[config.mk]
export PLATFORM = sky130hd
export DESIGN_NAME = fwd_hazard_tracker
export DESIGN_NICKNAME = d
export VERILOG_FILES = /design/src/rtl/fwd_hazard_tracker.sv
export SDC_FILE = /design/constraint.sdc
export NUM_CORES = 1
export LEC_CHECK = 0
export ABC_AREA = 1
export ABC_CLOCK_PERIOD_IN_PS = 2650
export BUFFER_PORTS_ARGS = -buffer_cell sky130_fd_sc_hd__buf_2
export CAP_MARGIN = 40
export CORE_UTILIZATION = 58
export DETAILED_ROUTE_END_ITERATION = 7
export GPL_TIMING_DRIVEN = 0
export PLACE_DENSITY = 0.88
export SLEW_MARGIN = 20
export SYNTH_ARGS = -nofsm -noshare
export SYNTH_HDL_FRONTEND = slang
export SYNTH_SLANG_ARGS = --single-unit
[constraint.sdc]
create_clock -name clk -period 2.65 [get_ports clk]
set_input_delay 0.795 -clock clk [delete_from_list [all_inputs] [get_ports clk]]
set_output_delay 0.795 -clock clk [all_outputs]
set_load 0.05 [all_outputs]
[src/rtl/fwd_hazard_tracker.sv]
// Purpose: ID-stage forwarding selects and load-use stall from a self-owned destination-register history (optional stats: FWD_HAZARD_STATS_EN).
// Latency: selects and stall are combinational (zero cycles) from the registered tracker and current id_* inputs.
// Backpressure: stall_in freezes the tracker; stall_id inserts a bubble until the load reaches stage LOAD_RDY.
module fwd_hazard_tracker #(
    parameter int REG_AW   = 5,
    parameter int DEPTH    = 3,
    parameter int LOAD_RDY = 1,
    parameter int SEL_W    = $clog2(DEPTH + 1)
) (
    input  logic              clk,
    input  logic              rst,
    input  logic              id_valid,
    input  logic [REG_AW-1:0] id_rs,
    input  logic [REG_AW-1:0] id_rt,
    input  logic [REG_AW-1:0] id_rd,
    input  logic              id_regwrite,
    input  logic              id_memread,
    input  logic              flush,
    input  logic              stall_in,
`ifdef FWD_HAZARD_STATS_EN
    output logic [31:0]       stat_stall,
    output logic [31:0]       stat_fwd,
`endif
    output logic [SEL_W-1:0]  hd_rs,
    output logic [SEL_W-1:0]  hd_rt,
    output logic              stall_id
);

    typedef struct packed {
        logic              vld;
        logic [REG_AW-1:0] rd;
        logic              ld;
    } trk_ent_t;

    trk_ent_t          trk_q [DEPTH];
    trk_ent_t          new_ent;
    logic [SEL_W-1:0]  rs_sel;
    logic [SEL_W-1:0]  rt_sel;
    logic              rs_haz;
    logic              rt_haz;

    // Walk from the oldest stage to the newest so the nearest match is the last one kept;
    // the hazard flag follows only that winner, so an older ready entry cannot mask it.
    always_comb begin
        rs_sel = '0;
        rt_sel = '0;
        rs_haz = 1'b0;
        rt_haz = 1'b0;
        for (int k = DEPTH - 1; k >= 0; k--) begin
            if (trk_q[k].vld && (trk_q[k].rd == id_rs) && (id_rs != '0)) begin
                rs_sel = SEL_W'(k + 1);
                rs_haz = trk_q[k].ld && (k < LOAD_RDY);
            end
            if (trk_q[k].vld && (trk_q[k].rd == id_rt) && (id_rt != '0)) begin
                rt_sel = SEL_W'(k + 1);
                rt_haz = trk_q[k].ld && (k < LOAD_RDY);
            end
        end
    end

    assign hd_rs    = rst ? '0 : rs_sel;
    assign hd_rt    = rst ? '0 : rt_sel;
    assign stall_id = !rst && id_valid && !flush && (rs_haz || rt_haz);

    always_comb begin
        new_ent     = '0;
        new_ent.vld = id_valid && id_regwrite && (id_rd != '0) && !flush && !stall_id;
        new_ent.rd  = new_ent.vld ? id_rd : '0;
        new_ent.ld  = new_ent.vld && id_memread;
    end

    always_ff @(posedge clk) begin
        if (rst) begin
            for (int k = 0; k < DEPTH; k++) begin
                trk_q[k] <= '0;
            end
        end else if (!stall_in) begin
            for (int k = DEPTH - 1; k > 0; k--) begin
                trk_q[k] <= trk_q[k-1];
            end
            trk_q[0] <= new_ent;
        end
    end

`ifdef FWD_HAZARD_STATS_EN
    logic fwd_evt;

    assign fwd_evt = id_valid && !stall_id && !stall_in && ((hd_rs != '0) || (hd_rt != '0));

    always_ff @(posedge clk) begin
        if (rst) begin
            stat_stall <= '0;
            stat_fwd   <= '0;
        end else begin
            if (stall_id && !stall_in) begin
                stat_stall <= stat_stall + 32'd1;
            end
            if (fwd_evt) begin
                stat_fwd <= stat_fwd + 32'd1;
            end
        end
    end
`endif

endmodule

# Word level (Yosys, flattened, before mapping)
# Memory sizes are Yosys's and may differ from the RTL's.
# Cells that the tools add are included.
dict set report classes {
  n_eq_ne 6
  n_mux 19
  n_bitwise 3
  reduce_logical 27
}
# op n
set op_table {}
lappend op_table {{== test 5 bit} 6}
lappend op_table {{2-to-1 mux 7 bit} 3}
lappend op_table {{logical AND 1 bit} 20}
lappend op_table {{2-to-1 mux 2 bit} 8}
lappend op_table {{nonzero test 5 bit} 3}
lappend op_table {{2-to-1 mux 1 bit} 7}
lappend op_table {{2-to-1 mux 5 bit} 1}
lappend op_table {{zero test 1 bit} 3}
lappend op_table {{OR 1 bit} 3}
lappend op_table {{logical OR 1 bit} 1}
dict set report totals {
  register_bits 0
  mem_bits_rw 21
  mem_count 1
}
# name depth width rd rd_clocked_by_memory_dff write_ports line
set mem_list {}
lappend mem_list {trk_q 3 7 3 0 3 35} ;# trk_ent_t trk_q [DEPTH];

# Depth between registers and ports, before layout
dict set report depth {
  depth_word 10
  depth_mapped 11
  mapped_depth_nobuf 11
}

# Worst setup path before layout
# Ideal clock, no wire load.
dict set report synth_path {
  path_type {input -> output}
  start {input id_rt[2]}
  end {output hd_rt[0]}
  t_arrival_ps 2027
  path_slack_ps -172
  cell_stages 8
  n_path_buf 0
  cell_sequence {inv_1 nand2_1 nand2_1 nor3_1 nand2_1 nor2_1 nand2_1 a21oi_1}
}
dict set report synth_via {
  elab_chain_len 7
  elab_cells_between_ends 14
  cone_classes {3 x eq/ne; 4 x mux; 7 x reduce/logical}
}
# element line
set synth_lines {}
lappend synth_lines {{start, declared} 14} ;# input logic [REG_AW-1:0] id_rt,
lappend synth_lines {{== test 5 bit} 54} ;# if (trk_q[k].vld && (trk_q[k].rd == id_rt) && (id_rt != '0)) begin
lappend synth_lines {{logical AND 1 bit (2 in a row)} 54}
lappend synth_lines {{2-to-1 mux 2 bit (2 in a row)} 54}
lappend synth_lines {{2-to-1 mux 2 bit (*)} 54}
lappend synth_lines {{2-to-1 mux 2 bit (*)} 62} ;# assign hd_rt = rst ? '0 : rt_sel;
lappend synth_lines {{end, declared} 25} ;# output logic [SEL_W-1:0] hd_rt,
# Every way passes the cells marked *; elsewhere a longest branch is shown, timed or not.

# Worst setup path after layout
# Same ends and word-level chain as after synthesis.

==> metrics.md <==
| Metric | Value |
|---|---|
| CP peak stage delay | `0.17 ns` |
| Vias in the first global route | `1124` |
| WL/cell | `11.90 microns` |
| CTS buffer count | `3` |
| Final Util | `78.56%` |
| Sequential share of the synthesized area | `41.83%` |
| Chip Height | `50.49 microns` |
| Cells after Synth | `198` |
| Worst R2R Setup Slack | `1.20 ns` |
| Final GP Congestion | `0.9269` |
| CTS tree | `yes` |
| Clock Latency Late Sink | `0.30 ns` |
| Slew headroom | `47.90%` |
| Non-filler cells, final | `258` |
| Synth warn | `0` |
| Initial antenna violation count | `0` |
| CP cell instances | `buf_12 > inv_6 > nand2_2 > nand2_2 > nor3_2 > nand2_1 > nor2_2 > nand2_1 > a21oi_2 > buf_6` |
| Worst reg2reg path startpoint | `trk_q[0][3]` |
| I/O Pins | `27` |
| Diode count | `0` |
| Port bufs | `26` |
| Clk root buf | `clkbuf_4` |
| Die ar. | `2549 sq um` |
| Area growth, synth to finish | `27.43%` |
| Critical path's slowest cell | `buf_6` |
| CTS H-Tree Depth | `1` |
| R2R cell count | `10` |
| DR vias/cell | `5.198` |
| Area of the multi-input gates | `711.9 sq um` |
| P_leak | `0.8094 nW` |
| All-Layer GR Usage | `24.32%` |
| Filler Cell Count | `161` |
| Initial DRC count | `43` |
| Seq cells post-synth | `19` |
| Routed vias | `1341` |
| DPL Wire Length | `2327 microns` |
| Total gr overflow | `0` |
| Final WL | `3071 microns` |
| Clock Pin Slew Worst Setup and Hold Paths | `0.10 ns` |
| Syn Nets | `220` |
| Initial Utilization | `61.65%` |
| Largest regs | `trk_q: 19 flops` |
| CP required | `1.86 ns` |
| CP Max Fanout | `5` |
| # setup viols final | `0` |
| Syn avg cell area | `6.888 sq um` |
| Hold Path Class | `flop to flop` |
| Clk sinks | `19` |
| DR pass1 iterations | `4` |
| FF/Latch Area | `570.5 sq um` |
| Hold Vio Cnt, Final | `0` |
| First-pass GRT wire length | `4602 microns` |
| Bufs on Longest Clock Path | `2` |
| DRC violations left | `0` |
| CP Capture Point | `hd_rt[0]` |
| Post-DRT Antenna Nets | `0` |
| Crit. End Element | `output pin` |
| Share of layout cells above drive strength 1 | `33.04%` |
| Most flop-heavy register | `trk_q` |
| Core area | `2212 sq um` |
| Layout Nets | `253` |
| CP arrival | `1.84 ns` |
| CP Launch Point | `id_rt[2]` |
| Maximum VDD drop | `376.2 uV` |
| Row count | `17` |
| Startpoint Class | `primary input` |
| Max FFs per register | `19` |
| Crit Path Class | `primary input to output pin` |
| Largest net degree at the start of global routing | `20` |
| Final period util | `99.30%` |
| Max Slew Vio Count | `0` |
| RR Endpoint | `trk_q[0][4]` |
| Cell Pwr Density | `380.6 nW/um^2` |
| RSZ-0062 raised after global routing | `yes` |
| Fmax | `380.0 MHz` |
| Final min period | `2.631 ns` |
| Tightest Pin Transition | `0.7797 ns` |
| Max cap viols | `0` |
| Status | `complete, no violations` |
| Post-Syn Area | `1364 sq um` |
| Worst Clk Skew | `0.008321 ns` |
| Placed Cells incl. Taps | `252` |
| Die width | `50.49 microns` |
| Number of library cell types mapped by synthesis | `20` |
-- where the power goes --
group	total, mW	internal (mW)	leakage [nW]	switching, mW
sequential	0.362	0.349	0.210	0.0128
combinational	0.150	0.0592	0.584	0.0908
clock	0.150	0.0587	0.0150	0.0910
-- how the worst min path moves through the flow --
stage | start | to | slack, ns | cells past startpoint
floorplan | trk_q[0][6] | trk_q[0][13] | 0.54 | 2
global placement | trk_q[0][6] | trk_q[0][13] | 0.57 | 2
detailed placement | trk_q[0][13] | trk_q[0][20] | 0.57 | 2
CTS | trk_q[0][6] | trk_q[0][13] | 0.60 | 2
global route | trk_q[0][13] | trk_q[0][20] | 0.62 | 2
finish | trk_q[0][6] | trk_q[0][13] | 0.60 | 2
-- critical path, delay by kind of cell --
family | cells | cell delay, ns
and+or+nand+nor | 6 | 0.58
buffers and inverters | 3 | 0.30
AOI/OAI and AO/OA | 1 | 0.16
-- final cells by class --
type                            instances  share of cell area, %
Tap cell                               28                  2.016
Inverter                               40                  10.08
Sequential cell                        19                  32.83
Clock buffer                            4                  1.512
Timing Repair Buffer                   28                  12.38
Buffer                                  1                 0.2160
Multi-Input combinational cell        138                  40.96
-- cells by family after synthesis --
family / Yosys count / share of synthesized area (%)
buf+inv: 41 / 11.28
xor+xnor: 4 / 2.569
flops: 19 / 41.84
simple gates: 118 / 38.07
compound gates: 16 / 6.239
-- what timing repair did --
action,CTS,global route
setup endpoints to repair,4,5
gates resized for setup,8,48
setup buffers,0,2
hold buffers,0,0
pin swaps,0,15
-- synth_stat cells --
| cell | instances | area (sq um) |
|---|---|---|
| nand2_1 | 57 | 214.0 |
| inv_1 | 31 | 116.4 |
| nor2_1 | 30 | 112.6 |
| edfxtp_1 | 19 | 570.6 |
| nand3_1 | 10 | 50.05 |
| nor2_2 | 9 | 56.30 |
| a21oi_1 | 8 | 40.04 |
| inv_2 | 8 | 30.03 |
| nand2_2 | 4 | 25.02 |
| o21ai_0 | 4 | 20.02 |
| nor3_1 | 3 | 15.01 |
| o22ai_1 | 3 | 18.77 |
| xnor2_1 | 3 | 26.28 |
| nand2_4 | 2 | 22.52 |
| nand4_1 | 2 | 12.51 |
| a31oi_1 | 1 | 6.260 |
| clkbuf_1 | 1 | 3.750 |
| clkinv_1 | 1 | 3.750 |
| nor2_4 | 1 | 11.26 |
| xor2_1 | 1 | 8.760 |
-- routing by layer --
metal | global-route usage (%) | vias up | wire, microns
met5 | 0 | - | 0
met4 | 10.19 | 0 | 59
met2 | 40.89 | 62 | 1495
met1 | 32.03 | 589 | 1322
li1 | - | 681 | -
met3 | 2.121 | 9 | 192
-- layout by cell type (no fill, tap or decap), drive strengths merged --
cell type and instances:
nand2 63, a31oi 1, nand3 10, a21oi 8
xnor2 3, nor3 3, xor2 1, o21ai 4
edfxtp 19, nand4 2, o22ai 3, nor2 40
clkbuf 6, buf 27, clkinv 1, inv 39
-- through the flow --
step | setup TNS, ns | power, mW | hold slack (ns) | area, sq um | setup WS, ns
2_1_floorplan | 0 | 0.4452 | 0.5417 | 1378 | 0.07861
3_3_place_gp | -0.2991 | 0.4877 | 0.5676 | 1543 | -0.1068
3_5_place_dp | -0.3320 | 0.4903 | 0.5748 | 1543 | -0.1237
4_1_cts | -0.02183 | 0.6333 | 0.6014 | 1592 | -0.02183
5_1_grt | -0.08496 | 0.6880 | 0.6239 | 1738 | -0.03657
6_report | 0 | 0.6614 | 0.5969 | 1738 | 0.01853
(Power assumes the default switching activity.)
